[config.mk]
export PLATFORM = sky130hd
export DESIGN_NAME = gain_norm
export DESIGN_NICKNAME = d
export VERILOG_FILES = /design/src/rtl/gain_norm_pkg.sv /design/src/rtl/gain_norm_shift_sel.sv /design/src/rtl/gain_norm.sv
export SDC_FILE = /design/constraint.sdc
export NUM_CORES = 1
export LEC_CHECK = 0
export BUFFER_PORTS_ARGS = -buffer_cell sky130_fd_sc_hd__buf_2
export CAP_MARGIN = 20
export CORE_MARGIN = 10
export CORE_UTILIZATION = 55
export CTS_CLUSTER_DIAMETER = 200
export DETAILED_ROUTE_END_ITERATION = 8
export PLACE_DENSITY = 0.85
export SLEW_MARGIN = 15
export SYNTH_ARGS = -nofsm -noshare
export SYNTH_HDL_FRONTEND = slang
export SYNTH_SLANG_ARGS = --single-unit
[constraint.sdc]
create_clock -name clk -period 4.21 [get_ports clk]
set_clock_uncertainty 0.2 [all_clocks]
set_input_delay 0.2105 -clock clk [delete_from_list [all_inputs] [get_ports clk]]
set_output_delay 0.2105 -clock clk [all_outputs]
set_load 0.005 [all_outputs]
[src/rtl/gain_norm_pkg.sv]
// Shared defaults and FSM state encoding for the gain_norm block normalizer.
package gain_norm_pkg;

  localparam int W_DEF          = 32;
  localparam int N_DEF          = 16;
  localparam int MAX_SHIFT_DEF  = 10;
  localparam int TARGET_MSB_DEF = 29;
  localparam int SHIFT_W        = 4;

  typedef enum logic [1:0] {
    FILL  = 2'd0,
    CALC  = 2'd1,
    DRAIN = 2'd2
  } state_t;

endpackage

[src/rtl/gain_norm_shift_sel.sv]
// Combinational shift selection: largest s in 0..MAX_SHIFT keeping (peak << s) below 2^TARGET_MSB.
module gain_norm_shift_sel
  import gain_norm_pkg::*;
#(
  parameter int W          = W_DEF,
  parameter int MAX_SHIFT  = MAX_SHIFT_DEF,
  parameter int TARGET_MSB = TARGET_MSB_DEF
) (
  input  logic [W-1:0]       peak,
  output logic [SHIFT_W-1:0] shift
);

  // Widened so that every candidate shift is evaluated without losing bits.
  localparam int           PW    = W + MAX_SHIFT;
  localparam logic [PW-1:0] LIMIT = PW'(1) << TARGET_MSB;

  logic [PW-1:0] wide_peak;

  assign wide_peak = PW'(peak);

  // NOTE: shift gets a default before the loop so no path leaves it unassigned (no latch).
  always_comb begin
    shift = '0;
    for (int s = 0; s <= MAX_SHIFT; s++) begin
      if ((wide_peak << s) < LIMIT) shift = SHIFT_W'(s);
    end
  end

endmodule

[src/rtl/gain_norm.sv]
// Block gain normalizer: buffers N samples, finds their peak magnitude, then
// replays the block left-shifted by the largest safe amount.
module gain_norm
  import gain_norm_pkg::*;
#(
  parameter int W          = W_DEF,
  parameter int N          = N_DEF,
  parameter int MAX_SHIFT  = MAX_SHIFT_DEF,
  parameter int TARGET_MSB = TARGET_MSB_DEF
) (
  input  logic         clk,
  input  logic         rst,
  input  logic [W-1:0] in_data,
  input  logic         in_valid,
  output logic         in_ready,
  output logic [W-1:0] out_data,
  output logic         out_valid,
  input  logic         out_ready,
  output logic [3:0]   out_shift,
  output logic         out_last
);

  localparam int              IW       = (N > 1) ? $clog2(N) : 1;
  localparam logic [IW-1:0]   LAST_IDX = IW'(N - 1);
  localparam logic [W-1:0]    MAG_MAX  = {1'b0, {(W-1){1'b1}}};
  localparam logic [W-1:0]    MOST_NEG = {1'b1, {(W-1){1'b0}}};

  state_t              state, state_next;
  logic [IW-1:0]       idx;
  logic [IW-1:0]       rd_addr;
  logic [W-1:0]        peak;
  logic [W-1:0]        mag;
  logic [W-1:0]        rd_data;
  logic [W-1:0]        shifted;
  logic [SHIFT_W-1:0]  shift;
  logic [SHIFT_W-1:0]  shift_calc;
  logic                in_xfer;
  logic                out_xfer;
  logic                at_last;

  logic [W-1:0] buffer [N];

  assign at_last  = (idx == LAST_IDX);
  assign in_xfer  = in_valid && in_ready;
  assign out_xfer = out_valid && out_ready;

  // -2^(W-1) has no positive counterpart, so its magnitude saturates.
  always_comb begin
    mag = in_data;
    if (in_data[W-1]) mag = (in_data == MOST_NEG) ? MAG_MAX : -in_data;
  end

  gain_norm_shift_sel #(
    .W          (W),
    .MAX_SHIFT  (MAX_SHIFT),
    .TARGET_MSB (TARGET_MSB)
  ) u_shift_sel (
    .peak  (peak),
    .shift (shift_calc)
  );

  // NOTE: sequential state uses non-blocking assignments so every register samples pre-edge values.
  always_ff @(posedge clk) begin
    if (rst) state <= FILL;
    else     state <= state_next;
  end

  always_comb begin
    state_next = state;
    in_ready   = 1'b0;
    out_valid  = 1'b0;
    case (state)
      FILL: begin
        in_ready = !rst;
        if (in_valid && at_last) state_next = CALC;
      end
      CALC: begin
        state_next = DRAIN;
      end
      DRAIN: begin
        out_valid = !rst;
        if (out_ready && at_last) state_next = FILL;
      end
      default: state_next = FILL;
    endcase
  end

  always_ff @(posedge clk) begin
    if (rst) begin
      idx   <= '0;
      peak  <= '0;
      shift <= '0;
    end else begin
      case (state)
        FILL: begin
          if (in_xfer) begin
            idx <= at_last ? '0 : idx + IW'(1);
            if (mag > peak) peak <= mag;
          end
        end
        CALC: begin
          shift <= shift_calc;
        end
        DRAIN: begin
          if (out_xfer) begin
            if (at_last) begin
              idx  <= '0;
              peak <= '0;
            end else begin
              idx <= idx + IW'(1);
            end
          end
        end
        default: ;
      endcase
    end
  end

  // Read one entry ahead on a transfer so the next sample is ready the following cycle.
  always_comb begin
    rd_addr = idx;
    if (out_xfer) rd_addr = at_last ? '0 : idx + IW'(1);
  end

  // NOTE: the sample buffer is deliberately not reset; its contents are always written before being read.
  always_ff @(posedge clk) begin
    if (in_xfer) buffer[idx] <= in_data;
    rd_data <= buffer[rd_addr];
  end

  // The chosen shift keeps every |sample| << shift below 2^TARGET_MSB, so a
  // plain left shift cannot reach the sign bit and preserves the sign.
  assign shifted   = rd_data << shift;
  assign out_data  = out_valid ? shifted : '0;
  assign out_shift = out_valid ? shift : '0;
  assign out_last  = out_valid && at_last;

endmodule

==> impl_summary.log <==
INFO  metric worst_ir_drop_vdd = 323 uV
INFO  metric synth_instances = 1872
INFO  metric drt_first_iter_violations = 2323
INFO  metric drv_cap = 0
INFO  metric critPathCaptureType = flop
INFO  metric post_synthesis_cell_type_count = 76
INFO  metric area_delta_synth_final = 15.2%
INFO  metric post-place-ws = 12.3 ps
INFO  metric layout_setup_ws = 155 ps
INFO  metric p_per_area = 411 nW/um2
INFO  metric die_w = 237 um
INFO  metric buffer_ports.inserted = 74
INFO  metric dr_wl_met3 = 8.06 mm
INFO  metric timing_worst_setup_path_type = in -> reg
INFO  metric crit_start = in_data[18]
INFO  metric period_needed = 4050 ps
INFO  metric worst_skew_pair.late_latency = 630 ps
INFO  metric residual_overflow_from_global_routing = 0
INFO  metric min_delay_path_depth = 2
INFO  metric min-delay-path-class = reg -> reg
INFO  metric leading_register_cell_type_out_of_synthesis = sky130_fd_sc_hd__edfxtp_1
INFO  metric routabilityCongestion = 0.950
INFO  metric synthesis.area_per_instance = 13.9 um2
INFO  metric route.detailed.drc = 0
INFO  metric max_slew.worst_pin.slew = 927 ps
INFO  metric detail_route.first_pass.iterations = 8
INFO  metric route.met2.wl = 33.2 mm
INFO  metric yosys_register_bits = 586
INFO  metric worst-endpoint-arrival = 4380 ps
INFO  metric routedLengthMet1 = 25.5 mm
INFO  metric htree_levels = 2
INFO  metric cts.root.buffer_cell = sky130_fd_sc_hd__clkbuf_16
INFO  metric timing.final.crit_share = 0.963
INFO  metric final-setup-viol-count = 0
INFO  metric final-max-slew-violation-count = 0
INFO  metric finalHoldViolCount = 0
INFO  metric multiInputGateArea = 8690 um2
INFO  metric post-route-cell-area = 29900 um2
INFO  metric postRouteAntennaNets = 0
INFO  metric wire_length_of_the_first_global_routing_pass = 104 mm
INFO  metric nets = 2103
INFO  metric cp-endpoint = peak[21]
INFO  metric dp.final_hpwl = 42.0 mm
INFO  metric via_count = 17300
INFO  metric fill_cells = 3111
INFO  metric r2r-start = idx[0]
INFO  metric rows = 79
INFO  metric grt_pass1_vias = 17000
INFO  metric tritoncts_num_sinks = 586
INFO  metric reg2reg_depth = 8
INFO  metric yosysSeqAreaShare = 0.650
INFO  metric initial_antenna_violation_count = 3
INFO  metric worst_path_largest_cell_delay = 600 ps
INFO  metric max_freq = 0.247 GHz
INFO  metric coreArea = 46600 um2
INFO  metric synth-async-reset-ratio = 0
INFO  metric grt_start_max_net_pins = 80
INFO  metric die_area = 56300 um2
INFO  metric yosysWarnings = 0
INFO  metric power.static_leakage = 10.2 nW
INFO  metric chipHeight = 237 um
INFO  metric syn_nets = 1945
INFO  metric wl_per_cell = 25.8 um
INFO  metric crit_chain = dlygate4sd3_1, buf_2, or4_4, nor2_1, nand4_1, or4_1, o211a_1, ha_1, a21oi_1, o21a_1, o221ai_1, a2111oi_2, a31o_2, buf_12, mux2i_1
INFO  metric placement.cell_area = 27700 um2
INFO  metric cts_tree = yes
INFO  metric critical_path_peak_fanout = 16
INFO  metric start_kind = input port
INFO  metric cts_inserted_buffers = 55
INFO  metric vias_per_cell = 6.45
INFO  metric cp_data_required_time = 4540 ps
INFO  metric seqCellArea = 16900 um2
INFO  metric worst_path_max_delay_cell = sky130_fd_sc_hd__or4_4
INFO  metric path_clk_slew = 60 ps
INFO  metric final_layout_size_suffix_gt1_frac = 0.169
INFO  metric top_signal_layer_used = met5
INFO  metric initial_core_util = 0.557
INFO  metric fin_hold_ws = 255 ps
INFO  metric number_of_flops_mapped_to_enable_cells_by_yosys = 512
INFO  metric synthesis.area = 25900 um2
INFO  metric wirelength = 69.3 mm
INFO  metric outcome = finished, final reports clean
INFO  metric slew-limit-headroom = 0.382
INFO  metric max-clock-path-buffers = 3
INFO  metric grt_util_all_layers = 0.241
INFO  metric number_of_top_level_design_ports = 75
INFO  metric diodes = 0
INFO  metric rrSetupSlack = 630 ps
INFO  metric crit-reg2reg-capture = rd_data[27]
-- worst min-delay path by stage --
stage                   endpoint        from  slack (ps)
detailed placement       peak[1]     peak[1]         250
CTS                       idx[1]         rst         240
finish                   peak[1]     peak[1]         260
global route             peak[1]     peak[1]         270
floorplan           buffer[0][0]  in_data[0]         110
global placement         peak[2]     peak[2]         240
-- flip-flops by register name, summed over array words and instances (netlist names) --
name     count
rd_data     32
buffer     512
idx          4
peak        32
shift        4
state        2
-- power by group --
part | switching [mW] | internal, mW
logic | 0.586 | 0.382
registers | 0.0601 | 6.40
clock network | 2.17 | 2.69
total | 2.81 | 9.47
-- cell usage in the layout (no fill, tap or decap), drive strengths merged, types with 5 or more instances in the layout --
master / n
clkinv: 23
and2: 19
edfxtp: 512
or4: 7
mux2i: 303
o211ai: 11
dfxtp: 74
inv: 50
or3: 8
ha: 37
a32o: 64
mux2: 6
buf: 182
clkbuf: 74
dlygate4sd3: 36
a211oi: 28
nor4: 15
o22ai: 32
nor3: 64
o22a: 6
nor2: 82
mux4: 23
nor2b: 9
a21oi: 46
o21a: 6
o21ai: 23
o311a: 5
nand3: 14
o311ai: 7
nand4: 15
a31oi: 16
nand2: 217
-- kinds of logic (layout without fill, tap and decap cells) --
| group | after synthesis | after routing | synth area share |
|---|---|---|---|
| AO/OA/AOI/OAI | 280 | 280 | 0.0817 |
| XOR/XNOR | 6 | 6 | 0.00203 |
| adder cells (fa/ha/maj) | 37 | 37 | 0.0178 |
| buffers and inverters | 164 | 369 | 0.0265 |
| flip-flops | 586 | 586 | 0.650 |
| multiplexers | 332 | 332 | 0.139 |
| AND/OR/NAND/NOR | 467 | 467 | 0.0829 |
-- worst max-delay path: cells and delay by family --
| kind | cells | cell delay, ps |
|---|---|---|
| simple gates | 4 | 1460 |
| compound gates | 6 | 1290 |
| buf+inv | 3 | 910 |
| fa+ha+maj | 1 | 280 |
| mux | 1 | 200 |
-- cell type report --
| type | count | area share |
|---|---|---|
| clock inverter | 30 | 0.00749 |
| tap | 607 | 0.0254 |
| timing repair buffer | 218 | 0.0557 |
| inverter | 47 | 0.00590 |
| sequential | 586 | 0.564 |
| clock buffer | 74 | 0.0512 |
| multi-input combinational | 1122 | 0.291 |
-- Yosys cell counts, drive strengths merged, types with 3 or more instances --
cell     count  area [um2]
a211oi      28         215
a21o         3        22.5
a21oi       46         234
a31oi       16         100
a32o        64         641
and2        19         119
and3         3        18.8
buf         46         244
clkbuf      71         267
dfxtp       74        1480
edfxtp     512       15400
ha          37         463
inv         47         176
mux2         6        67.6
mux2i      303        3030
mux4        23         518
nand2      217         817
nand2b       3        18.8
nand3       14        70.1
nand4       15        93.8
nor2        82         308
nor2b        9        56.3
nor3        64         325
nor4        15         125
o2111ai      4        35.0
o211a        4        40.0
o211ai      11        82.6
o21a         6        45.0
o21ai       23         115
o221ai       4        35.0
o22a         6        52.6
o22ai       32         200
o311a        5        50.1
o311ai       7        61.3
or2          4        25.0
or3          8        50.1
or4          7        60.1
xnor2        3        26.3
xor2         3        26.3
-- repair_timing --
action,in CTS,in global routing
hold buffers,36,0
endpoints found under the hold margin,515,0
buffers inserted,0,0
setup endpoints to repair,0,32
resized for setup,0,14
-- metal layers --
| layer | vias to the layer above | GRT usage |
|---|---|---|
| met1 | 8450 | 0.308 |
| met2 | 1127 | 0.398 |
| met4 | 2 | 0.0890 |
| met3 | 189 | 0.0513 |
| met5 | - | 0 |
| li1 | 7551 | - |
-- per-stage QoR --
stage / std cells / utilization / setup TNS [ps] / power [mW]
2_1_floorplan: 1872 / - / 0 / 7.12
4_1_cts: 2684 / 0.641 / 0 / 12.2
5_1_grt: 2684 / 0.642 / -635 / 12.6
6_report: 2684 / 0.642 / 0 / 12.3
3_5_place_dp: 2544 / 0.596 / 0 / 7.49
3_3_place_gp: 2544 / 0.596 / 0 / 7.46
No activity file was read; power rests on OpenSTA's default activity.
